[config.mk]
export PLATFORM = sky130hd
export DESIGN_NAME = matrix_result_streamer_flat
export DESIGN_NICKNAME = d
export VERILOG_FILES = /design/src/rtl/matrix_pkg.sv /design/src/rtl/matrix_result_streamer_if.sv /design/src/rtl/matrix_index_counter.sv /design/src/rtl/matrix_result_streamer.sv /design/src/flat_wrapper.sv
export SDC_FILE = /design/constraint.sdc
export NUM_CORES = 1
export LEC_CHECK = 0
export CAP_MARGIN = 20
export CORE_UTILIZATION = 46
export CTS_BUF_LIST = sky130_fd_sc_hd__clkbuf_16
export DETAILED_ROUTE_END_ITERATION = 10
export PLACE_DENSITY = 0.79
export SLEW_MARGIN = 30
export SYNTH_ARGS = -nofsm -noshare
export SYNTH_HDL_FRONTEND = slang
export SYNTH_SLANG_ARGS = --single-unit
[constraint.sdc]
create_clock -name clk -period 3.6 [get_ports clk]
set_clock_uncertainty 0.1 [all_clocks]
set_input_delay 0.72 -clock clk [delete_from_list [all_inputs] [get_ports clk]]
set_output_delay 0.72 -clock clk [all_outputs]
set_load 0.005 [all_outputs]
[src/rtl/matrix_pkg.sv]
// Shared constants and stream state encoding for the 5x5 matrix datapath.
// Reused by the multiplier, the input loader and the result streamer.
package matrix_pkg;

  localparam int MAX_DIM    = 5;
  localparam int ROW_STRIDE = 5;
  localparam int NUM_ELEMS  = 25;
  localparam int DIM_W      = 3;
  localparam int IDX_W      = 5;

  typedef enum logic [2:0] {
    S_IDLE  = 3'd0,
    S_HDR_R = 3'd1,
    S_HDR_C = 3'd2,
    S_DATA  = 3'd3,
    S_DONE  = 3'd4
  } stream_state_t;

  function automatic logic [IDX_W-1:0] flat_idx(
    input logic [DIM_W-1:0] row,
    input logic [DIM_W-1:0] col
  );
    return IDX_W'(row) * IDX_W'(ROW_STRIDE) + IDX_W'(col);
  endfunction

endpackage

[src/rtl/matrix_result_streamer_if.sv]
// Result beat stream: valid/ready handshake plus per-beat tags.
// The producer uses master, the formatter uses slave.
interface matrix_result_streamer_if #(
  parameter int DATA_WIDTH = 9
);
  import matrix_pkg::*;

  logic                  out_valid;
  logic                  out_ready;
  logic [DATA_WIDTH-1:0] out_data;
  logic                  out_is_header;
  logic [DIM_W-1:0]      out_row;
  logic [DIM_W-1:0]      out_col;
  logic                  out_eol;
  logic                  out_last;

  modport master (
    output out_valid,
    output out_data,
    output out_is_header,
    output out_row,
    output out_col,
    output out_eol,
    output out_last,
    input  out_ready
  );

  modport slave (
    input  out_valid,
    input  out_data,
    input  out_is_header,
    input  out_row,
    input  out_col,
    input  out_eol,
    input  out_last,
    output out_ready
  );

endinterface

[src/rtl/matrix_index_counter.sv]
// Row-major walk over an r x c window of a stride-5 matrix.
// Holds at the last element until cleared.
module matrix_index_counter
  import matrix_pkg::*;
(
  input  logic             clk,
  input  logic             reset_n,
  input  logic [DIM_W-1:0] r,
  input  logic [DIM_W-1:0] c,
  input  logic             clear,
  input  logic             step,
  output logic [DIM_W-1:0] row,
  output logic [DIM_W-1:0] col,
  output logic [IDX_W-1:0] idx,
  output logic             eol,
  output logic             last
);

  // row/col position, wraps column at end of each row
  always_ff @(posedge clk or negedge reset_n) begin
    if (!reset_n) begin
      row <= '0;
      col <= '0;
    end else if (clear) begin
      row <= '0;
      col <= '0;
    end else if (step && !last) begin
      if (eol) begin
        row <= row + DIM_W'(1);
        col <= '0;
      end else begin
        col <= col + DIM_W'(1);
      end
    end
  end

  assign eol  = (col == c - DIM_W'(1));
  assign last = eol && (row == r - DIM_W'(1));
  assign idx  = flat_idx(row, col);

endmodule

[src/rtl/matrix_result_streamer.sv]
// Snapshots the multiplier result and streams it as
// header (rows, cols) followed by row-major elements.
module matrix_result_streamer
  import matrix_pkg::*;
#(
  parameter int DATA_WIDTH = 9,
  parameter int MAX_DIM    = 5
) (
  input  logic                  clk,
  input  logic                  reset_n,
  input  logic                  start,
  input  logic                  abort,
  input  logic [DIM_W-1:0]      r_in,
  input  logic [DIM_W-1:0]      c_in,
  input  logic [DATA_WIDTH-1:0] data_in_0,
  input  logic [DATA_WIDTH-1:0] data_in_1,
  input  logic [DATA_WIDTH-1:0] data_in_2,
  input  logic [DATA_WIDTH-1:0] data_in_3,
  input  logic [DATA_WIDTH-1:0] data_in_4,
  input  logic [DATA_WIDTH-1:0] data_in_5,
  input  logic [DATA_WIDTH-1:0] data_in_6,
  input  logic [DATA_WIDTH-1:0] data_in_7,
  input  logic [DATA_WIDTH-1:0] data_in_8,
  input  logic [DATA_WIDTH-1:0] data_in_9,
  input  logic [DATA_WIDTH-1:0] data_in_10,
  input  logic [DATA_WIDTH-1:0] data_in_11,
  input  logic [DATA_WIDTH-1:0] data_in_12,
  input  logic [DATA_WIDTH-1:0] data_in_13,
  input  logic [DATA_WIDTH-1:0] data_in_14,
  input  logic [DATA_WIDTH-1:0] data_in_15,
  input  logic [DATA_WIDTH-1:0] data_in_16,
  input  logic [DATA_WIDTH-1:0] data_in_17,
  input  logic [DATA_WIDTH-1:0] data_in_18,
  input  logic [DATA_WIDTH-1:0] data_in_19,
  input  logic [DATA_WIDTH-1:0] data_in_20,
  input  logic [DATA_WIDTH-1:0] data_in_21,
  input  logic [DATA_WIDTH-1:0] data_in_22,
  input  logic [DATA_WIDTH-1:0] data_in_23,
  input  logic [DATA_WIDTH-1:0] data_in_24,
  matrix_result_streamer_if.master strm,
  output logic                  busy,
  output logic                  done,
  output logic                  err
);

  localparam logic [DIM_W-1:0] DIM_MAX = DIM_W'(MAX_DIM);

  stream_state_t state, nxt;

  logic [DATA_WIDTH-1:0] din  [NUM_ELEMS];
  logic [DATA_WIDTH-1:0] snap [NUM_ELEMS];
  logic [DIM_W-1:0]      snap_r;
  logic [DIM_W-1:0]      snap_c;
  logic [DATA_WIDTH-1:0] elem;
  logic                  err_q;

  logic                  dims_ok;
  logic                  accept;
  logic                  reject;
  logic                  xfer;
  logic                  cnt_step;

  logic [DIM_W-1:0]      cnt_row;
  logic [DIM_W-1:0]      cnt_col;
  logic [IDX_W-1:0]      cnt_idx;
  logic                  cnt_eol;
  logic                  cnt_last;

  assign din[0]  = data_in_0;
  assign din[1]  = data_in_1;
  assign din[2]  = data_in_2;
  assign din[3]  = data_in_3;
  assign din[4]  = data_in_4;
  assign din[5]  = data_in_5;
  assign din[6]  = data_in_6;
  assign din[7]  = data_in_7;
  assign din[8]  = data_in_8;
  assign din[9]  = data_in_9;
  assign din[10] = data_in_10;
  assign din[11] = data_in_11;
  assign din[12] = data_in_12;
  assign din[13] = data_in_13;
  assign din[14] = data_in_14;
  assign din[15] = data_in_15;
  assign din[16] = data_in_16;
  assign din[17] = data_in_17;
  assign din[18] = data_in_18;
  assign din[19] = data_in_19;
  assign din[20] = data_in_20;
  assign din[21] = data_in_21;
  assign din[22] = data_in_22;
  assign din[23] = data_in_23;
  assign din[24] = data_in_24;

  assign dims_ok = (r_in != '0) && (r_in <= DIM_MAX)
                && (c_in != '0) && (c_in <= DIM_MAX);
  assign accept  = (state == S_IDLE) && start && dims_ok;
  assign reject  = (state == S_IDLE) && start && !dims_ok;
  assign xfer    = strm.out_valid && strm.out_ready;
  assign cnt_step = (state == S_DATA) && xfer && !abort;

  matrix_index_counter u_idx (
    .clk     (clk),
    .reset_n (reset_n),
    .r       (snap_r),
    .c       (snap_c),
    .clear   (accept),
    .step    (cnt_step),
    .row     (cnt_row),
    .col     (cnt_col),
    .idx     (cnt_idx),
    .eol     (cnt_eol),
    .last    (cnt_last)
  );

  // 25:1 element select from the snapshot
  always_comb begin
    elem = '0;
    if (cnt_idx < IDX_W'(NUM_ELEMS)) begin
      elem = snap[cnt_idx];
    end
  end

  // capture dims and elements only on an accepted start
  always_ff @(posedge clk or negedge reset_n) begin
    if (!reset_n) begin
      snap_r <= '0;
      snap_c <= '0;
      for (int i = 0; i < NUM_ELEMS; i++) begin
        snap[i] <= '0;
      end
    end else if (accept) begin
      snap_r <= r_in;
      snap_c <= c_in;
      for (int i = 0; i < NUM_ELEMS; i++) begin
        snap[i] <= din[i];
      end
    end
  end

  // state register and registered illegal-start pulse
  always_ff @(posedge clk or negedge reset_n) begin
    if (!reset_n) begin
      state <= S_IDLE;
      err_q <= 1'b0;
    end else begin
      state <= nxt;
      err_q <= reject;
    end
  end

  // next state; abort beats any pending transfer
  always_comb begin
    nxt = state;
    unique case (state)
      S_IDLE:  if (accept) nxt = S_HDR_R;
      S_HDR_R: if (xfer) nxt = S_HDR_C;
      S_HDR_C: if (xfer) nxt = S_DATA;
      S_DATA:  if (xfer && cnt_last) nxt = S_DONE;
      S_DONE:  nxt = S_IDLE;
      default: nxt = S_IDLE;
    endcase
    if (abort && state != S_IDLE) begin
      nxt = S_IDLE;
    end
  end

  // beat contents and status flags decoded from state
  always_comb begin
    strm.out_valid     = 1'b0;
    strm.out_data      = '0;
    strm.out_is_header = 1'b0;
    strm.out_row       = '0;
    strm.out_col       = '0;
    strm.out_eol       = 1'b0;
    strm.out_last      = 1'b0;
    busy               = 1'b0;
    done               = 1'b0;
    err                = err_q;
    unique case (state)
      S_HDR_R: begin
        strm.out_valid     = 1'b1;
        strm.out_is_header = 1'b1;
        strm.out_data      = {{(DATA_WIDTH-DIM_W){1'b0}}, snap_r};
        busy               = 1'b1;
      end
      S_HDR_C: begin
        strm.out_valid     = 1'b1;
        strm.out_is_header = 1'b1;
        strm.out_data      = {{(DATA_WIDTH-DIM_W){1'b0}}, snap_c};
        busy               = 1'b1;
      end
      S_DATA: begin
        strm.out_valid = 1'b1;
        strm.out_data  = elem;
        strm.out_row   = cnt_row;
        strm.out_col   = cnt_col;
        strm.out_eol   = cnt_eol;
        strm.out_last  = cnt_last;
        busy           = 1'b1;
      end
      S_DONE: begin
        done = 1'b1;
      end
      default: begin
        busy = 1'b0;
      end
    endcase
  end

endmodule
[src/flat_wrapper.sv]
// flat-port wrapper written by rule: the top's interface ports become plain ports
module matrix_result_streamer_flat import matrix_pkg::*;
#(
  parameter int DATA_WIDTH = 9,
  parameter int MAX_DIM    = 5
)
  (clk, reset_n, start, abort, r_in, c_in, data_in_0, data_in_1, data_in_2, data_in_3, data_in_4, data_in_5, data_in_6, data_in_7, data_in_8, data_in_9, data_in_10, data_in_11, data_in_12, data_in_13, data_in_14, data_in_15, data_in_16, data_in_17, data_in_18, data_in_19, data_in_20, data_in_21, data_in_22, data_in_23, data_in_24, busy, done, err, strm_out_valid, strm_out_data, strm_out_is_header, strm_out_row, strm_out_col, strm_out_eol, strm_out_last, strm_out_ready);
  matrix_result_streamer_if #(.DATA_WIDTH(DATA_WIDTH)) strm_i ();
  input  logic clk;
  input  logic reset_n;
  input  logic start;
  input  logic abort;
  input  logic [DIM_W-1:0] r_in;
  input  logic [DIM_W-1:0] c_in;
  input  logic [DATA_WIDTH-1:0] data_in_0;
  input  logic [DATA_WIDTH-1:0] data_in_1;
  input  logic [DATA_WIDTH-1:0] data_in_2;
  input  logic [DATA_WIDTH-1:0] data_in_3;
  input  logic [DATA_WIDTH-1:0] data_in_4;
  input  logic [DATA_WIDTH-1:0] data_in_5;
  input  logic [DATA_WIDTH-1:0] data_in_6;
  input  logic [DATA_WIDTH-1:0] data_in_7;
  input  logic [DATA_WIDTH-1:0] data_in_8;
  input  logic [DATA_WIDTH-1:0] data_in_9;
  input  logic [DATA_WIDTH-1:0] data_in_10;
  input  logic [DATA_WIDTH-1:0] data_in_11;
  input  logic [DATA_WIDTH-1:0] data_in_12;
  input  logic [DATA_WIDTH-1:0] data_in_13;
  input  logic [DATA_WIDTH-1:0] data_in_14;
  input  logic [DATA_WIDTH-1:0] data_in_15;
  input  logic [DATA_WIDTH-1:0] data_in_16;
  input  logic [DATA_WIDTH-1:0] data_in_17;
  input  logic [DATA_WIDTH-1:0] data_in_18;
  input  logic [DATA_WIDTH-1:0] data_in_19;
  input  logic [DATA_WIDTH-1:0] data_in_20;
  input  logic [DATA_WIDTH-1:0] data_in_21;
  input  logic [DATA_WIDTH-1:0] data_in_22;
  input  logic [DATA_WIDTH-1:0] data_in_23;
  input  logic [DATA_WIDTH-1:0] data_in_24;
  output logic busy;
  output logic done;
  output logic err;
  output wire logic [$bits(strm_i.out_valid)-1:0] strm_out_valid;
  output wire logic [$bits(strm_i.out_data)-1:0] strm_out_data;
  output wire logic [$bits(strm_i.out_is_header)-1:0] strm_out_is_header;
  output wire logic [$bits(strm_i.out_row)-1:0] strm_out_row;
  output wire logic [$bits(strm_i.out_col)-1:0] strm_out_col;
  output wire logic [$bits(strm_i.out_eol)-1:0] strm_out_eol;
  output wire logic [$bits(strm_i.out_last)-1:0] strm_out_last;
  input wire logic [$bits(strm_i.out_ready)-1:0] strm_out_ready;
  assign strm_out_valid = strm_i.out_valid;
  assign strm_out_data = strm_i.out_data;
  assign strm_out_is_header = strm_i.out_is_header;
  assign strm_out_row = strm_i.out_row;
  assign strm_out_col = strm_i.out_col;
  assign strm_out_eol = strm_i.out_eol;
  assign strm_out_last = strm_i.out_last;
  assign strm_i.out_ready = strm_out_ready;
  matrix_result_streamer #(.DATA_WIDTH(DATA_WIDTH), .MAX_DIM(MAX_DIM)) u_core (.clk(clk), .reset_n(reset_n), .start(start), .abort(abort), .r_in(r_in), .c_in(c_in), .data_in_0(data_in_0), .data_in_1(data_in_1), .data_in_2(data_in_2), .data_in_3(data_in_3), .data_in_4(data_in_4), .data_in_5(data_in_5), .data_in_6(data_in_6), .data_in_7(data_in_7), .data_in_8(data_in_8), .data_in_9(data_in_9), .data_in_10(data_in_10), .data_in_11(data_in_11), .data_in_12(data_in_12), .data_in_13(data_in_13), .data_in_14(data_in_14), .data_in_15(data_in_15), .data_in_16(data_in_16), .data_in_17(data_in_17), .data_in_18(data_in_18), .data_in_19(data_in_19), .data_in_20(data_in_20), .data_in_21(data_in_21), .data_in_22(data_in_22), .data_in_23(data_in_23), .data_in_24(data_in_24), .strm(strm_i), .busy(busy), .done(done), .err(err));
endmodule
==> results by group <==
Run status
  • Status: finished, violations left
  • Failing checks: setup timing

Die
  • I/O pin count: 258
  • Starting Density: 47.1%
  • Die Span X: 160 µm
  • Chip Height: 160 µm
  • Num rows: 57
  • DIE AREA: 0.0257 mm²
  • Total core area: 0.0245 mm²

Timing
  • Setup violations, final: 9
  • Fin crit period: 4.30 ns
  • Least-Margin Pin Slew: 1.12 ns
  • Endpoints failing hold: 0
  • Max_slew headroom: 25.0%
  • Slew Viols, Final: 0
  • Fmax: 0.233 GHz
  • Period Utilization, post-route: 119%
  • Post-route setup slack: -0.698 ns
  • RSZ-0062 raised after global routing: true

Drt
  • # DRC: 0
  • Drt total wl: 34900 µm
  • Via density: 5.35
  • Initial DRC Count: 849
  • Drt first pass iters: 7
  • Total number of vias: 10.1k
  • Wire length per cell: 18.5 µm
  • Antenna-violating nets left: 0

Clocking
  • Root Buffer Master: clkbuf_16
  • Clk slew on worst S/H paths: 0.06 ns
  • CTS tree: yes
  • Hold-fix buffers, CTS: 0
  • Sink Count: 241
  • H-tree levels: 1
  • Clock Path Buffers: 3
  • CTS Buf Count: 26
  • Worst skew pair latency: 0.54 ns

Critical path
  • Worst setup SP type: flop
  • Critical Path Sink Type: output port
  • Crit. Startpoint: u_core.u_idx.row[2]$_DFFE_PN0P_
  • R2R cell count: 5
  • CP required: 2.78 ns
  • Crit Reg-Reg Endpoint: u_core.snap[135]$_DFFE_PN0P_
  • WP data arrival: 3.48 ns
  • R2r startpoint: u_core.state[1]$_DFFE_PN0P_
  • Worst Setup EP: strm_out_data[2]
  • R2R setup slack: 1.28 ns
  • CP Max Fanout: 6
  • Worst setup path class: flop to output port

Logic synthesis
  • Syn nets: 1490
  • Mean Syn Cell Area: 9.29 µm²
  • Gate Count Post-Synth: 1241
  • Most used DFF post-synth: dfrtp_1
  • Flops & latches, synth: 241
  • Number of synthesized flops with an enable pin: 0
  • Sequential share of the synthesized area: 52.3%
  • Syn. warnings: 0
  • Most frequent cell after synthesis: nand2_1
  • Post-synthesis cell type count: 50
  • Area contributors post-synth: dfrtp_1, nand2_1, mux4_2
  • Synth Cell Area: 0.0115 mm²
  • Top-area cell type share of the netlist area: 52.3%
  • Synth top cells by count: nand2_1, dfrtp_1, mux4_2, buf_2, clkbuf_1
  • Post-synth top area cell: dfrtp_1
  • Ys async rst share: 100%

Pwr
  • Net Switching: 5.44 mW
  • Lkg Pwr: 7.81 nW
  • Switching Share: 37.3%
  • VDD IR-drop max: 0.443 mV
  • Sequential Power Share: 32.3%
  • Pwr per Cell Area: 892 mW/mm²
  • Clock power share: 18.9%
  • Cell Int Power: 9.15 mW
  • Comb pwr share: 48.8%

Placement
  • Hpwl dp: 23400 µm
  • Final GP Congestion: 0.882
  • Post-place setup slack: -0.525 ns
  • Placed Instances: 1813
  • IO buf count: 257
  • Placed instance area: 0.0148 mm²

Final layout
  • Ant diodes: 0
  • Final core area utilization: 66.8%
  • Fraction of layout cells with a size suffix above 1: 15.4%
  • Final #Nets: 1791
  • Non-Filler Instances: 1886
  • Post-route cell area: 0.0163 mm²
  • Synthesis-to-layout area growth: 41.8%

GRT
  • Initial antenna violation count: 0
  • Vias in the first global route: 10.3k
  • First-pass GRT wire length: 54200 µm
  • Total grt overflow: 0
  • GRT Total Usage: 27.0%
  • Largest net degree at the start of global routing: 228

Flow run
  • Max_cap viols: 0

Min path
  • Hold crit path type: input pin to asynchronous set/reset pin
[routing by layer]
layer | vias to the layer above | wire (µm) | track usage [%] | part of all wire [%]
met5 | - | 0 | 0 | 0
met4 | 0 | 1140 | 8.53 | 3.2
met3 | 92 | 2680 | 6.30 | 7.7
met2 | 461 | 17200 | 45.2 | 49
met1 | 4911 | 14000 | 35.0 | 40
li1 | 4631 | - | - | -
[critical path, stage by stage, from the launching register on]
cell and delay, ns:
dfrtp_1 0.42, ha_4 0.27, ha_4 0.28, fa_2 0.52
and2_4 0.19, buf_6 0.13, a22o_1 0.23, a21oi_2 0.13
a221oi_2 0.08, o41ai_2 0.47, buf_2 0.22
[cell families (layout without fill, tap and decap cells)]
logic type      after synthesis  in the layout  share of synthesized area, %
simple gates                759            759                          25.8
flops                       241            241                          52.3
buf+inv                      80            401                          3.62
mux                          76             76                          11.8
compound gates               59             59                          3.65
fa+ha+maj                    13             13                          1.48
xor+xnor                     13             13                          1.30
[per-stage QoR]
stage / TNS (ns) / hold slack [ns] / power [mW]
detailed placement: -4.02 / 0.357 / 10.7
finish: -4.84 / 0.124 / 14.6
global route: -5.43 / 0.194 / 15.4
floorplan: 0 / 0.324 / 8.39
CTS: -4.34 / 0.174 / 14.2
global placement: -3.71 / 0.352 / 10.5
[final cells by class]
cell class                      count  area (µm²)
Multi-Input combinational cell    920        5500
Fill cell                        1786        8120
Sequential cell                   241        6030
Clock inverter                     21         196
Inverter                            6        22.5
Clock buffer                       27         676
Timing Repair Buffer              347        3510
Tap cell                          324         405
[timing repair]
item / CTS / global route
endpoints found under the setup margin: 10 / 10
pin swaps: 22 / 14
buffers inserted: 22 / 8
gates cloned: 0 / 0
gates resized for setup: 109 / 24
[registers in the layout, indices dropped and copies added (netlist names)]
signal	cells
u_core.snap_c	3
u_core.snap_r	3
u_core.u_idx.row	3
u_core.u_idx.col	3
u_core.snap	225
u_core.state	3
u_core.err	1
[how the worst min path moves through the flow]
stage / startpoint / to / slack (ns) / cells past startpoint
3_3_place_gp: u_core.snap[58]$_DFFE_PN0P_ / u_core.snap[58]$_DFFE_PN0P_ / 0.35 / 2
6_report: reset_n / u_core.snap[205]$_DFFE_PN0P_ / 0.12 / 1
3_5_place_dp: u_core.snap[126]$_DFFE_PN0P_ / u_core.snap[126]$_DFFE_PN0P_ / 0.36 / 2
4_1_cts: reset_n / u_core.snap[192]$_DFFE_PN0P_ / 0.17 / 1
5_1_grt: reset_n / u_core.snap[205]$_DFFE_PN0P_ / 0.19 / 1
2_1_floorplan: reset_n / u_core.err$_DFF_PN0_ / 0.32 / 0
[power groups by stage]
| stage | registers, mW | logic [mW] | clock network (mW) |
|---|---|---|---|
| 2_1_floorplan | 4.44 | 3.94 | 0 |
| 3_3_place_gp | 4.61 | 5.90 | 0 |
| 3_5_place_dp | 4.69 | 6.02 | 0 |
| 4_1_cts | 4.67 | 6.78 | 2.77 |
| 5_1_grt | 4.83 | 7.66 | 2.89 |
| 6_report | 4.72 | 7.11 | 2.76 |
[cell usage in the layout (no fill, tap or decap), drive strengths merged, types with 3 or more instances in the layout]
| master | count |
|---|---|
| mux2 | 3 |
| clkdlybuf4s50 | 247 |
| nor2b | 6 |
| nor2 | 19 |
| mux4 | 48 |
| dfrtp | 241 |
| xor2 | 4 |
| mux2i | 25 |
| and2 | 12 |
| or2 | 3 |
| clkbuf | 27 |
| a32oi | 3 |
| buf | 100 |
| o21ai | 10 |
| a211oi | 4 |
| xnor2 | 7 |
| a221oi | 6 |
| a2111oi | 3 |
| bufinv | 4 |
| o41ai | 3 |
| clkinv | 14 |
| nor3 | 9 |
| and4 | 3 |
| inv | 8 |
| a22oi | 7 |
| nand2 | 697 |
| ha | 12 |
| a21oi | 13 |
| a22o | 4 |
(Power assumes the default switching activity.)
